File: src/rtl/dvd_bounce_engine.sv
// Multi-object one-cell bounce engine: steps N_OBJ objects inside a cell grid on
// vsync-derived frame ticks and renders a registered 6-bit RGB pixel.
module dvd_bounce_engine #(
    parameter int GRID_W          = 20,
    parameter int GRID_H          = 15,
    parameter int CELL_SHIFT      = 5,
    parameter int N_OBJ           = 2,
    parameter int FRAMES_PER_STEP = 1
) (
    input  logic                 clk,
    input  logic                 rst_n,
    input  logic                 vsync,
    input  logic                 display_on,
    input  logic [9:0]           hpos,
    input  logic [9:0]           vpos,
    input  logic [2*N_OBJ-1:0]   dir_init,
    input  logic [5:0]           fg_color,
    input  logic [5:0]           bg_color,
    input  logic                 pause,
    output logic [5:0]           rgb,
    output logic                 frame_tick,
    output logic [N_OBJ-1:0]     bounce_pulse,
    output logic                 corner_hit
);

    localparam int XW = $clog2(GRID_W);
    localparam int YW = $clog2(GRID_H);

    logic             vsync_q;
    logic             vsync_armed;
    logic             step_en;
    logic [3:0]       fcnt;

    logic [XW-1:0]    pos_x  [N_OBJ];
    logic [YW-1:0]    pos_y  [N_OBJ];
    logic [5:0]       colour [N_OBJ];
    logic [N_OBJ-1:0] dir_x;
    logic [N_OBJ-1:0] dir_y;
    logic [N_OBJ-1:0] hit_x;
    logic [N_OBJ-1:0] hit_y;

    logic [9:0]       cell_x;
    logic [9:0]       cell_y;
    logic [5:0]       pix;

    // vsync_armed blocks a tick until vsync has been seen low after reset
    always_ff @(posedge clk) begin
        if (!rst_n) begin
            vsync_q     <= 1'b0;
            vsync_armed <= 1'b0;
            frame_tick  <= 1'b0;
        end else begin
            vsync_q     <= vsync;
            vsync_armed <= vsync_armed | ~vsync;
            frame_tick  <= vsync & ~vsync_q & vsync_armed;
        end
    end

    always_ff @(posedge clk) begin
        if (!rst_n) begin
            fcnt    <= '0;
            step_en <= 1'b0;
        end else begin
            step_en <= 1'b0;
            if (frame_tick && !pause) begin
                if (fcnt == 4'(FRAMES_PER_STEP - 1)) begin
                    fcnt    <= '0;
                    step_en <= 1'b1;
                end else begin
                    fcnt <= fcnt + 4'd1;
                end
            end
        end
    end

    always_comb begin
        hit_x = '0;
        hit_y = '0;
        for (int unsigned k = 0; k < N_OBJ; k++) begin
            hit_x[k] = dir_x[k] ? (pos_x[k] == XW'(GRID_W - 1)) : (pos_x[k] == '0);
            hit_y[k] = dir_y[k] ? (pos_y[k] == YW'(GRID_H - 1)) : (pos_y[k] == '0);
        end
    end

    always_ff @(posedge clk) begin
        if (!rst_n) begin
            for (int unsigned k = 0; k < N_OBJ; k++) begin
                pos_x[k]  <= XW'((7 * k) % GRID_W);
                pos_y[k]  <= YW'((5 * k + 1) % GRID_H);
                dir_x[k]  <= dir_init[2*k+1];
                dir_y[k]  <= dir_init[2*k];
                colour[k] <= fg_color;
            end
            bounce_pulse <= '0;
            corner_hit   <= 1'b0;
        end else begin
            bounce_pulse <= '0;
            corner_hit   <= 1'b0;
            if (step_en) begin
                for (int unsigned k = 0; k < N_OBJ; k++) begin
                    if (hit_x[k])
                        dir_x[k] <= ~dir_x[k];
                    else
                        pos_x[k] <= dir_x[k] ? pos_x[k] + XW'(1) : pos_x[k] - XW'(1);
                    if (hit_y[k])
                        dir_y[k] <= ~dir_y[k];
                    else
                        pos_y[k] <= dir_y[k] ? pos_y[k] + YW'(1) : pos_y[k] - YW'(1);
                    if (hit_x[k] || hit_y[k])
                        colour[k] <= {colour[k][3:0], colour[k][5:4]};
                end
                bounce_pulse <= hit_x | hit_y;
                corner_hit   <= |(hit_x & hit_y);
            end
        end
    end

    assign cell_x = hpos >> CELL_SHIFT;
    assign cell_y = vpos >> CELL_SHIFT;

    // Scan from the highest index down so the lowest-index hit wins
    always_comb begin
        pix = bg_color;
        for (int unsigned k = N_OBJ; k > 0; k--) begin
            if (cell_x == 10'(pos_x[k-1]) && cell_y == 10'(pos_y[k-1]))
                pix = colour[k-1];
        end
    end

    always_ff @(posedge clk) begin
        if (!rst_n)
            rgb <= '0;
        else
            rgb <= display_on ? pix : '0;
    end

endmodule

File: config.mk
export PLATFORM = sky130hd
export DESIGN_NAME = dvd_bounce_engine
export DESIGN_NICKNAME = d
export VERILOG_FILES = /design/src/rtl/dvd_bounce_engine.sv
export SDC_FILE = /design/constraint.sdc
export NUM_CORES = 1
export LEC_CHECK = 0
export ABC_AREA = 1
export CORE_ASPECT_RATIO = 1.75
export CORE_UTILIZATION = 35
export CTS_CLUSTER_SIZE = 12
export DETAILED_ROUTE_END_ITERATION = 8
export SLEW_MARGIN = 40
export SYNTH_ARGS = -nofsm -noshare
export SYNTH_HDL_FRONTEND = slang
export SYNTH_SLANG_ARGS = --single-unit
File: constraint.sdc
create_clock -name clk -period 2.4 [get_ports clk]
set_clock_uncertainty 0.15 [all_clocks]
set_input_delay 0.48 -clock clk [delete_from_list [all_inputs] [get_ports clk]]
set_output_delay 0.48 -clock clk [all_outputs]
set_load 0.02 [all_outputs]
==> metrics.md <==
| Metric | Value |
|---|---|
| WL/cell | `11.9 um` |
| Clock Root Buffer | `clkbuf_16` |
| Critical Path Fanout Max | `4` |
| Global-route congestion overflow total | `0` |
| Final number of max-transition violations | `0` |
| Number of vias per cell after detailed routing | `4.54` |
| Area growth from synthesis to layout | `22.8%` |
| Unrepaired setup endpoints after global routing | `false` |
| Effective utilization at floorplan | `36.2%` |
| Count of endpoints failing setup in the final report | `0` |
| Mapped Cells | `406` |
| Total clock buffers created by CTS | `5` |
| Library cells used by synthesis | `30` |
| Sort of element at the end of the critical path | `flip-flop` |
| Warning count from the yosys run | `0` |
| Fraction of layout cells with a size suffix above 1 | `8.59%` |
| Drt first pass iters | `4` |
| Cell area power density | `537 nW/um2` |
| Count of antenna-violating nets left after detailed routing | `0` |
| Critical Path Slowest Stage Cell | `edfxtp_1` |
| Number of buffers inserted by hold repair at cts | `0` |
| Overall die area | `9410 um2` |
| Critical path launch point type | `flip-flop` |
| CTS H-tree lvls | `2` |
| Achievable Freq | `468 MHz` |
| Number of failing hold endpoints at the final stage | `0` |
| Quantity of gates resized following cts | `0` |
| DRC viols | `0` |
| Worst-path clk slew | `70 ps` |
| Maxcap violations | `0` |
| Critical path's top delay family | `simple AND/OR/NAND/NOR gates` |
| IR Drop Worst-Case VDD | `346 uV` |
| Height of the die | `128 um` |
| Part of the Yosys area used for sequential elements | `43.1%` |
| Class of the most critical hold timing path | `flip-flop to flip-flop` |
| Cell area after synthesis | `3160 um2` |
| Final net count | `510` |
| Row cnt | `45` |
| Post-route worst setup slack | `265 ps` |
| Postcts setup bufs | `0` |
| Number of clock sinks | `51` |
| WP data arrival | `2140 ps` |
| Cell breakdown of the critical path | `fa_1, or2_2, nand2_1, a21oi_1, or2_2, a21oi_1` |
| Via count of the first global-routing pass | `2532` |
| GR Util All Layers | `15.9%` |
| Final min period | `2130 ps` |
| Largest net degree at the start of global routing | `25` |
| Count of state elements after synthesis | `51` |
| IO Count | `51` |
| Number of DRC markers after the initial detailed-route iteration | `96` |
| Summed negative setup slack over all endpoints | `0 ps` |
| Mean cell area of the mapped netlist | `7.77 um2` |
| Wire length of the first global-routing pass | `11400 um` |
| Fraction of the core area covered by cells at the end of the flow | `44.4%` |
| Number of buffers and inverters on the critical path | `0` |
| Data required time of the critical path | `2400 ps` |
| Run status | `finished, final reports clean` |
| Critical Setup Path Class | `flip-flop to flip-flop` |
| Total Routed Length | `6790 um` |
| Diodes inserted | `0` |
| Worst slew margin | `60.4%` |
| Area of the core | `8730 um2` |
| Port Buffer Count | `40` |
| Number of antenna violations at the first check in global routing | `0` |
| Register-to-Register Setup Slack | `270 ps` |
| Insertion delay to the later sink of the worst-skew pair | `300 ps` |
| Slew at the pin closest to its max-slew limit | `588 ps` |
| Delay contributed by the slowest stage of the critical path | `510 ps` |
| CTS Buffer Depth | `2` |
| Final Cycle Share | `89.0%` |
| Mapped Nets | `463` |
| Fin Hold WS | `253 ps` |
| Fill cells | `887` |
| Width of the die | `73.8 um` |
| CTS tree | `done` |
| Global placer's final weighted congestion | `0.847` |
| Detailed-route via count | `2594` |
| Leak pwr | `1.85 nW` |
| Placed wire-length estimate | `5530 um` |
| Pre-CTS worst setup slack | `175 ps` |
-- Yosys cell counts --
| cell | instances | share of area (%) |
|---|---|---|
| o21ai_0 | 20 | 3.2 |
| or2_2 | 6 | 1.2 |
| nor3_1 | 2 | 0.32 |
| a31o_2 | 1 | 0.28 |
| ha_1 | 12 | 4.8 |
| edfxtp_1 | 34 | 32 |
| nor2_2 | 3 | 0.59 |
| nand2_1 | 102 | 12 |
| nor3_4 | 1 | 0.52 |
| nand3_1 | 26 | 4.1 |
| nand3b_2 | 1 | 0.36 |
| nand4_1 | 4 | 0.79 |
| o22ai_1 | 1 | 0.20 |
| dfxtp_1 | 17 | 11 |
| clkbuf_1 | 3 | 0.36 |
| xor2_1 | 5 | 1.4 |
| inv_2 | 5 | 0.59 |
| nand3_2 | 1 | 0.32 |
| o21bai_1 | 6 | 1.4 |
| buf_6 | 2 | 0.71 |
| nor2_1 | 24 | 2.9 |
| o21ai_2 | 2 | 0.56 |
| o21ai_1 | 13 | 2.1 |
| xnor2_1 | 7 | 1.9 |
| fa_1 | 4 | 2.5 |
| nand2_4 | 1 | 0.36 |
| nor3_2 | 1 | 0.32 |
| nand2_2 | 4 | 0.79 |
| inv_1 | 84 | 10 |
| a21oi_1 | 14 | 2.2 |
-- metrics by stage --
| stage | area [um2] | instances | total power [mW] |
|---|---|---|---|
| 2_1_floorplan | 3160 | 406 | 1.19 |
| 3_3_place_gp | 3710 | 563 | 1.30 |
| 3_5_place_dp | 3710 | 563 | 1.31 |
| 4_1_cts | 3870 | 571 | 2.10 |
| 5_1_grt | 3870 | 571 | 2.17 |
| 6_report | 3870 | 571 | 2.08 |
-- registers in the layout, summed over array words and instances (netlist names) --
signal / count
bounce_pulse: 2
fcnt: 4
vsync_armed: 1
pos_x: 10
dir_y: 2
corner_hit: 1
vsync_q: 1
pos_y: 8
frame_tick: 1
rgb: 6
dir_x: 2
colour: 12
step_en: 1
-- layout make-up --
| cell class | instances | area, um2 | area share [%] |
|---|---|---|---|
| Tap cell | 117 | 146 | 3.78 |
| Inverter | 89 | 334 | 8.62 |
| Sequential cell | 51 | 1360 | 35.1 |
| Clock inverter | 1 | 5.00 | 0.129 |
| Timing Repair Buffer | 45 | 438 | 11.3 |
| Multi-Input combinational cell | 261 | 1430 | 36.8 |
| Clock buffer | 7 | 164 | 4.23 |
-- final timing paths --
path	start	endpoint	cells after the start
min	vsync_q	frame_tick	1
max reg2reg	dir_x[0]	pos_x[0][4]	6
min reg2reg	vsync_q	frame_tick	1
max	dir_x[0]	pos_x[0][4]	6
-- kinds of logic after synthesis --
| family | synth area share, % |
|---|---|
| buffers and inverters | 11.7 |
| flip-flops | 43.1 |
| AND/OR/NAND/NOR | 24.7 |
| adder cells (fa/ha/maj) | 7.30 |
| AO/OA/AOI/OAI | 9.91 |
| XOR/XNOR | 3.33 |
-- power breakdown --
group | switching, mW | total [mW] | internal (mW)
Sequential | 0.0285 | 1.00 | 0.972
Combinational | 0.150 | 0.284 | 0.134
Clock | 0.318 | 0.794 | 0.477
Total | 0.496 | 2.08 | 1.58
-- metal layers --
layer  vias up  track usage [%]  part of all wire [%]
met2        42             28.7                    53
li1       1367                -                     -
met5         -                0                     0
met4         0             7.92                   3.3
met3        13             2.21                   2.7
met1      1172             17.6                    41
-- cells in the final DEF (no fill, tap or decap) --
master and count:
nand2_1 102, inv_1 84, clkdlybuf4s50_1 40, edfxtp_1 34
nand3_1 26, nor2_1 24, o21ai_0 20, dfxtp_1 17
a21oi_1 14, o21ai_1 13, ha_1 12, xnor2_1 7
or2_2 6, o21bai_1 6, clkbuf_16 6, inv_2 5
xor2_1 5, buf_4 5, nand2_2 4, nand4_1 4
fa_1 4, nor2_2 3, o21ai_2 2, nor3_1 2
nor3_2 1, nand3_2 1, o22ai_1 1, nand3b_2 1
nand2_4 1, nor3_4 1, a31o_2 1, clkbuf_8 1
clkinv_2 1
-- worst register-to-register path: stages, from the launching register on --
cell and delay (ps):
edfxtp_1 510, fa_1 480, or2_2 320, nand2_1 70
a21oi_1 70, or2_2 270, a21oi_1 120
Power figures use the tool's default switching activity.
